<file path="src/rtl/mem_arb_pkg.sv">
// Shared definitions for the two-port RAM arbiter, its caches and the RAM.
`timescale 1ns/1ps
package mem_arb_pkg;

  localparam int unsigned MEM_ADDR_W    = 10;
  localparam int unsigned MEM_DATA_W    = 20;
  localparam int unsigned MEM_BURST_LEN = 2;

  typedef enum logic [1:0] {
    ST_IDLE  = 2'b00,
    ST_ISSUE = 2'b01,
    ST_RESP  = 2'b10
  } arb_state_e;

  // One-hot grant vector for a one-bit owner index.
  function automatic logic [1:0] onehot2(input logic sel);
    return sel ? 2'b10 : 2'b01;
  endfunction

endpackage

</file>
<file path="src/rtl/rr_pick2.sv">
// Two-way round-robin pick: a lone requester wins, a tie goes to the
// requester that was not served last.
`timescale 1ns/1ps
module rr_pick2 (
  input  logic [1:0] req,
  input  logic       last,
  output logic       valid,
  output logic       winner
);

  // Pure combinational decision used while the arbiter is idle.
  always_comb begin
    valid  = |req;
    winner = (req == 2'b11) ? ~last : req[1];
  end

endmodule

</file>
<file path="src/rtl/mem_arbiter.sv">
// Shares one synchronous RAM between two cache controllers, granting
// bursts of up to BURST_LEN beats with round-robin fairness.
//
//   state    | meaning
//   ST_IDLE  | no owner; arbitrate between pending requests
//   ST_ISSUE | owner's address/data/we presented to the RAM
//   ST_RESP  | RAM data back; owner's ready pulses
`timescale 1ns/1ps
module mem_arbiter
  import mem_arb_pkg::*;
#(
  parameter int unsigned ADDR_W    = MEM_ADDR_W,
  parameter int unsigned DATA_W    = MEM_DATA_W,
  parameter int unsigned BURST_LEN = MEM_BURST_LEN
) (
  input  logic              clk,
  input  logic              rst,
  input  logic              c0_mem_req,
  input  logic              c0_mem_rw,
  input  logic [ADDR_W-1:0] c0_mem_addr,
  input  logic [DATA_W-1:0] c0_mem_data_to_ram,
  output logic              c0_mem_ready,
  output logic [DATA_W-1:0] c0_mem_data_from_ram,
  input  logic              c1_mem_req,
  input  logic              c1_mem_rw,
  input  logic [ADDR_W-1:0] c1_mem_addr,
  input  logic [DATA_W-1:0] c1_mem_data_to_ram,
  output logic              c1_mem_ready,
  output logic [DATA_W-1:0] c1_mem_data_from_ram,
  output logic              ram_we,
  output logic [ADDR_W-1:0] ram_addr,
  output logic [DATA_W-1:0] ram_wdata,
  input  logic [DATA_W-1:0] ram_rdata,
  output logic [1:0]        grant,
  output logic              busy
);

  localparam int unsigned BEAT_W = (BURST_LEN > 1) ? $clog2(BURST_LEN) : 1;
  localparam logic [BEAT_W-1:0] BEAT_LAST = BEAT_W'(BURST_LEN - 1);

  arb_state_e        state_q;
  logic              owner_q;
  logic              last_q;
  logic [BEAT_W-1:0] beat_q;

  logic              pick_valid;
  logic              pick_winner;

  logic              owner_req;
  logic              owner_rw;
  logic [ADDR_W-1:0] owner_addr;
  logic [DATA_W-1:0] owner_wdata;

  rr_pick2 u_pick (
    .req    ({c1_mem_req, c0_mem_req}),
    .last   (last_q),
    .valid  (pick_valid),
    .winner (pick_winner)
  );

  // Select the current owner's request fields; they are used unregistered.
  always_comb begin
    owner_req   = owner_q ? c1_mem_req         : c0_mem_req;
    owner_rw    = owner_q ? c1_mem_rw          : c0_mem_rw;
    owner_addr  = owner_q ? c1_mem_addr        : c0_mem_addr;
    owner_wdata = owner_q ? c1_mem_data_to_ram : c0_mem_data_to_ram;
  end

  // Arbitration FSM: state, owner, last-served and beat counter.
  always_ff @(posedge clk) begin
    if (rst) begin
      state_q <= ST_IDLE;
      owner_q <= 1'b0;
      last_q  <= 1'b1;
      beat_q  <= '0;
    end else begin
      case (state_q)
        ST_IDLE: begin
          if (pick_valid) begin
            owner_q <= pick_winner;
            beat_q  <= '0;
            state_q <= ST_ISSUE;
          end
        end
        ST_ISSUE: begin
          if (owner_req) begin
            state_q <= ST_RESP;
          end else begin
            // Abandoned beat still counts as this owner's turn.
            last_q  <= owner_q;
            state_q <= ST_IDLE;
          end
        end
        ST_RESP: begin
          if (beat_q == BEAT_LAST) begin
            last_q  <= owner_q;
            state_q <= ST_IDLE;
          end else begin
            beat_q  <= beat_q + BEAT_W'(1);
            state_q <= ST_ISSUE;
          end
        end
        default: state_q <= ST_IDLE;
      endcase
    end
  end

  // Output decode from the current state; everything idles at zero.
  always_comb begin
    grant                = 2'b00;
    busy                 = 1'b0;
    ram_we               = 1'b0;
    ram_addr             = '0;
    ram_wdata            = '0;
    c0_mem_ready         = 1'b0;
    c1_mem_ready         = 1'b0;
    c0_mem_data_from_ram = '0;
    c1_mem_data_from_ram = '0;
    case (state_q)
      ST_ISSUE: begin
        grant = onehot2(owner_q);
        busy  = 1'b1;
        if (owner_req) begin
          ram_we    = owner_rw;
          ram_addr  = owner_addr;
          ram_wdata = owner_wdata;
        end
      end
      ST_RESP: begin
        grant = onehot2(owner_q);
        busy  = 1'b1;
        if (owner_q) begin
          c1_mem_ready         = 1'b1;
          c1_mem_data_from_ram = ram_rdata;
        end else begin
          c0_mem_ready         = 1'b1;
          c0_mem_data_from_ram = ram_rdata;
        end
      end
      default: ;
    endcase
  end

endmodule
</file>
<file path="config.mk">
export PLATFORM = sky130hd
export DESIGN_NAME = mem_arbiter
export DESIGN_NICKNAME = d
export VERILOG_FILES = /design/src/rtl/mem_arb_pkg.sv /design/src/rtl/rr_pick2.sv /design/src/rtl/mem_arbiter.sv
export SDC_FILE = /design/constraint.sdc
export NUM_CORES = 1
export LEC_CHECK = 0
export CORE_ASPECT_RATIO = 0.7
export CORE_MARGIN = 2
export CORE_UTILIZATION = 25
export CTS_CLUSTER_DIAMETER = 60
export CTS_CLUSTER_SIZE = 28
export DETAILED_ROUTE_END_ITERATION = 16
export PLACE_DENSITY = 0.8
export SLEW_MARGIN = 10
export SYNTH_ARGS = -nofsm -noshare
export SYNTH_HDL_FRONTEND = slang
export SYNTH_SLANG_ARGS = --single-unit
</file>
<file path="constraint.sdc">
create_clock -name clk -period 1.95 [get_ports clk]
set_input_delay 0.39 -clock clk [delete_from_list [all_inputs] [get_ports clk]]
set_output_delay 0.39 -clock clk [all_outputs]
set_load 0.05 [all_outputs]
</file>
## After elaboration in Yosys (flattened, before gate mapping)

Index checks and enable logic that the tools add are counted.

| word-level totals | value |
|---|---|
| bits in registers | 5 |
| input bits | 86 |
| output and inout bits | 76 |
| logic and storage cells | 52 |

| operators by class | value |
|---|---|
| $add $sub $neg | 1 |
| equal/unequal tests | 6 |
| muxes and demuxes | 32 |
| bitwise logic cells | 1 |
| reductions and logical operators | 8 |

Operators by type and width:

| kind | number |
|---|---|
| 20-bit two-way mux | 7 |
| 10-bit two-way mux | 3 |
| 1-bit two-way mux | 15 |
| 2-bit two-way mux | 4 |
| 2-bit != test, second input constant | 3 |
| 2-bit one-hot mux with 3 select lines | 1 |
| 2-bit == test, second input constant | 2 |
| 1-bit one-hot mux with 2 select lines | 2 |
| 2-bit AND reduction | 2 |
| 2-bit nonzero test | 2 |
| 2-bit OR reduction | 2 |
| 3-bit AND reduction | 1 |
| 2-bit by 1-bit == test with 1-bit output, second input constant | 1 |
| 2-bit zero test | 1 |
| 1-bit adder, second input constant | 1 |
| 1-bit inverter | 1 |

## Depth between registers and ports, before layout

Gate-level depths: netlist of the first run.

| depth | value |
|---|---|
| depth in word-level cells | 3 |
| mapped depth | 5 |
| gate-level depth less buffers | 5 |

## By module

Synthesis of the first run repeated with hierarchy kept, for this count alone.

| second synthesis, totals | value |
|---|---|
| cells, all modules | 158 |
| area, all modules | 1148.6 µm² |

By module, submodules not included:

| module | instances | cells an instance | area each (µm²) | seq. area each (µm²) |
|---|---|---|---|---|
| mem_arbiter | 1 | 156 | 1134.8 | 100.1 |
| rr_pick2 | 1 | 2 | 13.8 | 0.0 |

## Worst setup path before layout of the first run

No wires, ideal clock.

| timing path | value |
|---|---|
| path type | register -> output |
| from | register state_q[0] |
| to | output c0_mem_data_from_ram[3] |
| data arrival time | 1.896 ns |
| data required time | 1.560 ns |
| slack | -0.336 ns |
| stages on the path, launching flop included | 5 |
| cells stage by stage | dfxtp_1 inv_1 ha_1 nor2b_1 and2_1 |

| between the ends | value |
|---|---|
| cells in the longest elaborated chain, start to end | 2 |

RTL lines:

| item | RTL line | RTL |
|---|---|---|
| start, declared | mem_arbiter.sv:41 | `arb_state_e state_q;` |
| start signal, assigned | mem_arbiter.sv:72 | `state_q <= ST_IDLE;` |
| start signal, assigned | mem_arbiter.sv:82 | `state_q <= ST_ISSUE;` |
| start signal, assigned | mem_arbiter.sv:87 | `state_q <= ST_RESP;` |
| 2-bit == test | mem_arbiter.sv:119 | `case (state_q)` |
| 20-bit two-way mux | mem_arbiter.sv:119 |  |
| end, declared | mem_arbiter.sv:23 | `output logic [DATA_W-1:0] c0_mem_data_from_ram,` |

Every way passes these cells.

## Worst setup path in the final report of the first run

| timing path | value |
|---|---|
| from | register state_q[1] |
| to | output ram_wdata[1] |

| between the ends | value |
|---|---|
| cells in the longest elaborated chain, start to end | 2 |

RTL lines:

| item | RTL line | RTL |
|---|---|---|
| 2-bit by 1-bit == test with 1-bit output | mem_arbiter.sv:119 |  |
| 20-bit two-way mux | mem_arbiter.sv:119 |  |
| end, declared | mem_arbiter.sv:32 | `output logic [DATA_W-1:0] ram_wdata,` |

Every way passes these cells.

==> results_dict.tcl, run 1 <==
set metrics [dict create \
    critPathSlowestCell "dfxtp_1" \
    row_count 20 \
    vias 1843 \
    numCtsBuffers 3 \
    setup_viol 0 \
    status "finished with violations" \
    p_per_area_nw_per_um2 348.5 \
    wl_met2_mm 4.204 \
    fp.dieW_um 85.72 \
    path_buf_inv 3 \
    hold_path_end "last_q" \
    fin_area_um2 3975 \
    cp_top_family "buffers and inverters" \
    finalHoldViolations 0 \
    final_antenna_net_count 0 \
    tightest_slew_ns 0.3794 \
    grt_start_max_net_pins 33 \
    r2r-end "state_q[0]" \
    synthToLayoutAreaGrowth_pct 240.1 \
    fin_crit_ns 1.892 \
    syn_area_um2 1169 \
    antenna_found_initial 0 \
    pin_count 162 \
    hold_path_class "flip-flop to flip-flop" \
    die_y_um 61.21 \
    root_buffer "clkbuf_8" \
    switching_share 0.4284 \
    num_antenna_cells 0 \
    crit_chain "inv_1, ha_4, nand2_8, buf_16, nor2_4, buf_12" \
    final_max_slew_viol_count 0 \
    fill_cells 171 \
    p_switching_w 0.0005936 \
    first_pass_iters 11 \
    fin_crit_sh 0.9705 \
    clk_latency_ns 0.22 \
    hold-worst-slack_ns 0.5182 \
    grt_util_all_layers 0.2804 \
    drtIter0Drc 47 \
    placed_area_um2 3597 \
    ir_drop_mv 0.2208 \
    highest_layer "met4" \
    drive_above_1_share 0.4138 \
    core_area_um2 4429 \
    wl_met1_mm 2.529 \
    drcViolationCount 7 \
    wl_met3_um 409 \
    ys_warn_count 0 \
    viasPerCell 4.928 \
    ys_ff_latch 5 \
    worstRegToRegCells 4 \
    wire_per_inst_um 19.59 \
    grt_pass1_wl_mm 11.18 \
    cts_tree "done" \
    wl_mm 7.327 \
    grt_pass1_vias 2055 \
    p_comb_frac 0.773 \
    p_int_w 0.0007918 \
    clock-sinks 5 \
    seq_area_frac_synth 0.08565 \
    worstReg2RegStart "state_q[1]" \
    final_nets 411 \
    reg2reg_slack_ns 0.30 \
    multi_input_area_um2 1206 \
    yosysUniqueCellTypes 27 \
    ctsHoldBuffers 0 \
    worstHoldStart "last_q" \
    power_frac_clock 0.137 \
    io_buffers 161 \
    clock_skew_ns 0.001353 \
    cp-end-kind "primary output" \
    maxCapViolCount 0 \
    clock.fmax_ghz 0.5284 \
    cts.clk_slew.worst_paths_ns 0.03 \
    syn_nets 248 \
    seqCellArea_um2 105.1 \
    overflow 0 \
    h-tree-depth 1 \
    critPathArrivalTime_ns 1.50 \
    p_leak_nw 1.559 \
    holdPathStages 2 \
    synth_cells 157 \
    dieArea_um2 5246 \
    p_seq_frac 0.090 \
    cp.required_ns 1.56 \
    setup.worst_path.start_class "flip-flop" \
    initial_core_util 0.2638 \
    cts_buffer_depth 2 \
    dp_hpwl_mm 4.988 \
    syn_area_per_cell_um2 7.443 \
    worstPathMaxFanout 8 \
    globalplace.congestion 0.8570 \
    crit_type "flip-flop to primary output" \
    relSlewSlack 0.7398 \
    cp_slowest_stage_delay_ns 0.33 \
    violations "design-rule violations" \
]
[sequential cells by signal (all words and copies together) (netlist names)]
| register | count |
|---|---|
| last_q | 1 |
| beat_q | 1 |
| state_q | 2 |
| owner_q | 1 |
[worst reg2reg max path, stage by stage (launching register included)]
cell     delay, ns
dfxtp_1       0.38
inv_1         0.13
ha_1          0.28
or4b_1        0.54
a21oi_1       0.22
[cell usage in the layout (no fill, tap or decap)]
cell and count:
a21oi_1 3, a32oi_1 1, and2_1 20, and2_2 1
and2_4 1, and3_1 20, buf_12 80, buf_16 2
buf_4 4, clkbuf_1 1, clkbuf_8 3, clkdlybuf4s50_1 83
dfxtp_1 3, dfxtp_2 1, dfxtp_4 1, dlygate4sd2_1 2
ha_1 4, ha_4 1, inv_1 3, inv_2 1
mux2_4 1, mux2i_1 32, nand2_1 5, nand2_8 1
nor2_1 3, nor2_4 31, nor2b_2 1, nor2b_4 2
nor3_1 1, nor3b_1 1, o21ai_0 1, o221ai_1 1
o311ai_0 1, o32ai_2 1, or3b_1 1, or4b_1 1
[Yosys cell counts]
master | number | area share
or3b_1 | 1 | 0.0075
buf_2 | 1 | 0.0043
o221ai_1 | 1 | 0.0075
and3_1 | 20 | 0.11
dfxtp_1 | 5 | 0.086
a32oi_1 | 1 | 0.0075
o32ai_2 | 1 | 0.014
clkbuf_2 | 1 | 0.0043
and2_1 | 22 | 0.12
nor2b_4 | 1 | 0.012
ha_1 | 5 | 0.054
inv_1 | 4 | 0.013
a21oi_1 | 3 | 0.013
nor3b_1 | 1 | 0.0064
o21ai_0 | 1 | 0.0043
nor2b_1 | 2 | 0.011
o311ai_0 | 1 | 0.0075
mux2_4 | 1 | 0.013
nor2_1 | 34 | 0.11
buf_8 | 3 | 0.039
mux2i_1 | 32 | 0.27
nand2_4 | 1 | 0.0096
or4b_1 | 1 | 0.0086
clkbuf_1 | 4 | 0.013
nor3_1 | 1 | 0.0043
nand2_1 | 5 | 0.016
buf_6 | 4 | 0.039
[kinds of logic after synthesis]
kind of cell,synth area share
multiplexers,0.2869
buffers and inverters,0.1113
flip-flops,0.08566
AND/OR/NAND/NOR,0.4090
adder cells (fa/ha/maj),0.05353
AO/OA/AOI/OAI,0.05353
[worst max path at each step]
stage,startpoint,to,depth (start not counted)
floorplan,state_q[1],ram_addr[0],5
global placement,c0_mem_req,ram_wdata[4],6
detailed placement,c1_mem_req,ram_addr[3],6
CTS,state_q[1],ram_addr[3],6
global route,state_q[1],ram_wdata[1],6
finish,state_q[1],ram_wdata[1],6
[layout make-up]
| class | count | area share |
|---|---|---|
| Sequential cell | 5 | 0.02644 |
| Multi-Input combinational cell | 135 | 0.3034 |
| Inverter | 4 | 0.003777 |
| Timing Repair Buffer | 171 | 0.6377 |
| Tap cell | 55 | 0.01731 |
| Clock buffer | 4 | 0.01133 |
[metrics by stage]
stage	cells	TNS, ns	worst slack, ns	total power (W)	utilization
after floorplan	157	0	0.001203	0.0005562	-
after CTS	374	0	0.02183	0.001365	0.8941
after global placement	367	-2.152	-0.08071	0.001026	0.8121
after global routing	374	-0.00003242	-0.00003242	0.001438	0.8975
final	374	0	0.05753	0.001385	0.8975
after detailed placement	367	-2.537	-0.1182	0.001046	0.8121
[per-layer routing]
| metal | track usage | vias to the layer above |
|---|---|---|
| li1 | - | 862 |
| met5 | 0 | - |
| met3 | 0.05764 | 14 |
| met4 | 0.07483 | 0 |
| met1 | 0.2885 | 870 |
| met2 | 0.5904 | 97 |
[power groups by stage]
stage	Combinational (W)	Clock, W	Sequential, W
floorplan	0.000438	0	0.000118
global placement	0.000903	0	0.000123
detailed placement	0.000921	0	0.000124
CTS	0.00105	0.000193	0.000123
global route	0.00111	0.000198	0.000127
finish	0.00107	0.000189	0.000125
[what timing repair did]
item / 4_1_cts / 5_1_grt
endpoints found under the setup margin: 50 / 58
hold endpoints to repair: 0 / 0
cloned: 2 / 0
gates resized for setup: 69 / 4
buffers inserted: 1 / 0
No activity file was read; power rests on OpenSTA's default activity.
==> run 2, diff against run 1 <==
Settings changed: CORE_ASPECT_RATIO 0.7 to 0.5.
==> results_dict.tcl, run 2 (same netlist as run 1, synthesis figures left out) <==
set metrics [dict create \
    final_nets 422 \
    finalHoldViolations 0 \
    power_frac_clock 0.137 \
    numCtsBuffers 3 \
    first_pass_iters 4 \
    clock_skew_ns 0.001903 \
    root_buffer "clkbuf_8" \
    cts_tree "done" \
    cp.required_ns 1.56 \
    dp_hpwl_mm 5.176 \
    setup.worst_path.start_class "flip-flop" \
    crit_chain "buf_12, mux2i_1, nor2_4, buf_12" \
    placed_area_um2 3530 \
    drtIter0Drc 56 \
    grt_pass1_vias 2181 \
    cts.clk_slew.worst_paths_ns 0.04 \
    setup_slack_ns -0.08338 \
    fin_crit_ns 2.033 \
    drive_above_1_share 0.4545 \
    worstReg2RegStart "owner_q" \
    globalplace.congestion 0.8050 \
    violations "negative setup slack" \
    maxCapViolCount 0 \
    antenna_found_initial 1 \
    critPathArrivalTime_ns 1.64 \
    fin_crit_sh 1.043 \
    viasPerCell 5.353 \
    final_max_slew_viol_count 0 \
    initial_core_util 0.2629 \
    worstPathMaxFanout 33 \
    tightest_slew_ns 0.5500 \
    relSlewSlack 0.6229 \
    p_seq_frac 0.088 \
    top_register "state_q" \
    p_int_w 0.0007850 \
    row_count 17 \
    grt_start_max_net_pins 34 \
    p_switching_w 0.0006431 \
    fill_cells 154 \
    crit_type "flip-flop to primary output" \
    clk_latency_ns 0.22 \
    grt_util_all_layers 0.3256 \
    fin_util 0.8995 \
    clock-sinks 5 \
    p_per_area_nw_per_um2 357.1 \
    core_area_um2 4446 \
    drcViolationCount 0 \
    grt_pass1_wl_mm 12.65 \
    p_comb_frac 0.775 \
    wl_mm 9.843 \
    worstHoldStart "last_q" \
    overflow 0 \
    setup_viol 8 \
    final_common_cell "clkdlybuf4s50_1" \
    vias 2077 \
    fin_area_um2 3999 \
    cp_slowest_stage_delay_ns 0.53 \
    switching_share 0.4503 \
    cts_buffer_depth 2 \
    synthToLayoutAreaGrowth_pct 242.2 \
    h-tree-depth 1 \
    fp.dieW_um 100.7 \
    layout_common_cells "clkdlybuf4s50_1, buf_12, mux2i_1, nor2_4, and3_1" \
    dieArea_um2 5271 \
    io_buffers 161 \
    ir_drop_mv 0.2272 \
    largest_register_ffs 2 \
    critPathSlowestCell "mux2i_1" \
    cp-startpoint "owner_q" \
    final_antenna_net_count 0 \
    pin_count 162 \
    status "finished with violations" \
    hold_path_class "flip-flop to flip-flop" \
    rsz0062_at_grt "yes" \
    p_leak_nw 1.599 \
    clock.fmax_ghz 0.4918 \
    wire_per_inst_um 25.37 \
    cpMostUsedCell "buf_12" \
    cp-end-kind "primary output" \
    die_y_um 52.35 \
]
[run 2: cell types whose count changed in the layout (fill, tap and decap cells not counted), moves of 2 or more]
| cell | delta |
|---|---|
| mux2i_2 | +2 |
| and2_4 | +2 |
| mux2i_1 | -2 |
| buf_4 | +12 |
| nor2_2 | +6 |
| buf_12 | -4 |
| buf_6 | +2 |
| nand2_8 | +2 |
| nor2_4 | -6 |
| and2_1 | -3 |
| buf_16 | -2 |
[run 2: timing repair]
action	in CTS	in global routing
hold buffers	0	0
resized for setup	67	12
cloned	2	0
buffers inserted	6	7
endpoints found under the setup margin	50	60
pin swaps	9	2
[run 2: worst paths after layout]
kind,slack [ns],endpoint,cells after the start
max,-0.08,ram_addr[3],4
min,0.51,last_q,2
max reg2reg,0.29,state_q[1],7
min reg2reg,0.51,last_q,2
[run 2: final cells by class]
type | instances | area [um2] | share of cell area
inverter | 4 | 15.01 | 0.003755
timing repair buffer | 180 | 2525 | 0.6314
antenna | 1 | 2.502 | 0.0006258
sequential | 5 | 108.9 | 0.02722
multi-input combinational | 137 | 1231 | 0.3079
clock buffer | 4 | 45.04 | 0.01126
tap | 57 | 71.32 | 0.01783
[run 2: layer usage]
metal  up-vias  GRT usage  part of all wire
li1        891          -                 -
met1       995     0.3212              0.33
met2       134     0.6700              0.54
met3        57    0.06800             0.069
met4         0     0.1393             0.062
met5         -          0                 0
[run 2: critical path, delay by kind of cell, from the launching register on]
family        cells  cell delay, ns
flops             1            0.40
buf+inv           2            0.41
simple gates      1            0.08
mux               1            0.53
[run 2: stage by stage]
| step | setup TNS (ns) | setup slack (ns) | total power [W] | instances | hold slack (ns) |
|---|---|---|---|---|---|
| final | -0.1340 | -0.08338 | 0.001428 | 388 | 0.5088 |
| after global routing | -0.4113 | -0.1782 | 0.001461 | 387 | 0.5714 |
| after CTS | 0 | 0.007935 | 0.001349 | 380 | 0.5236 |
| after detailed placement | -4.773 | -0.1737 | 0.001013 | 368 | 0.4962 |
| after global placement | -3.866 | -0.1304 | 0.0009905 | 368 | 0.4854 |
| after floorplan | 0 | 0.001203 | 0.0005562 | 157 | 0.4591 |
[run 2: power groups by stage]
stage	logic (W)	clock network (W)	registers (W)
after floorplan	0.000438	0	0.000118
after global placement	0.000864	0	0.000126
after detailed placement	0.000886	0	0.000127
after CTS	0.00103	0.000194	0.000127
after global routing	0.00113	0.000199	0.000128
final	0.00111	0.000195	0.000126
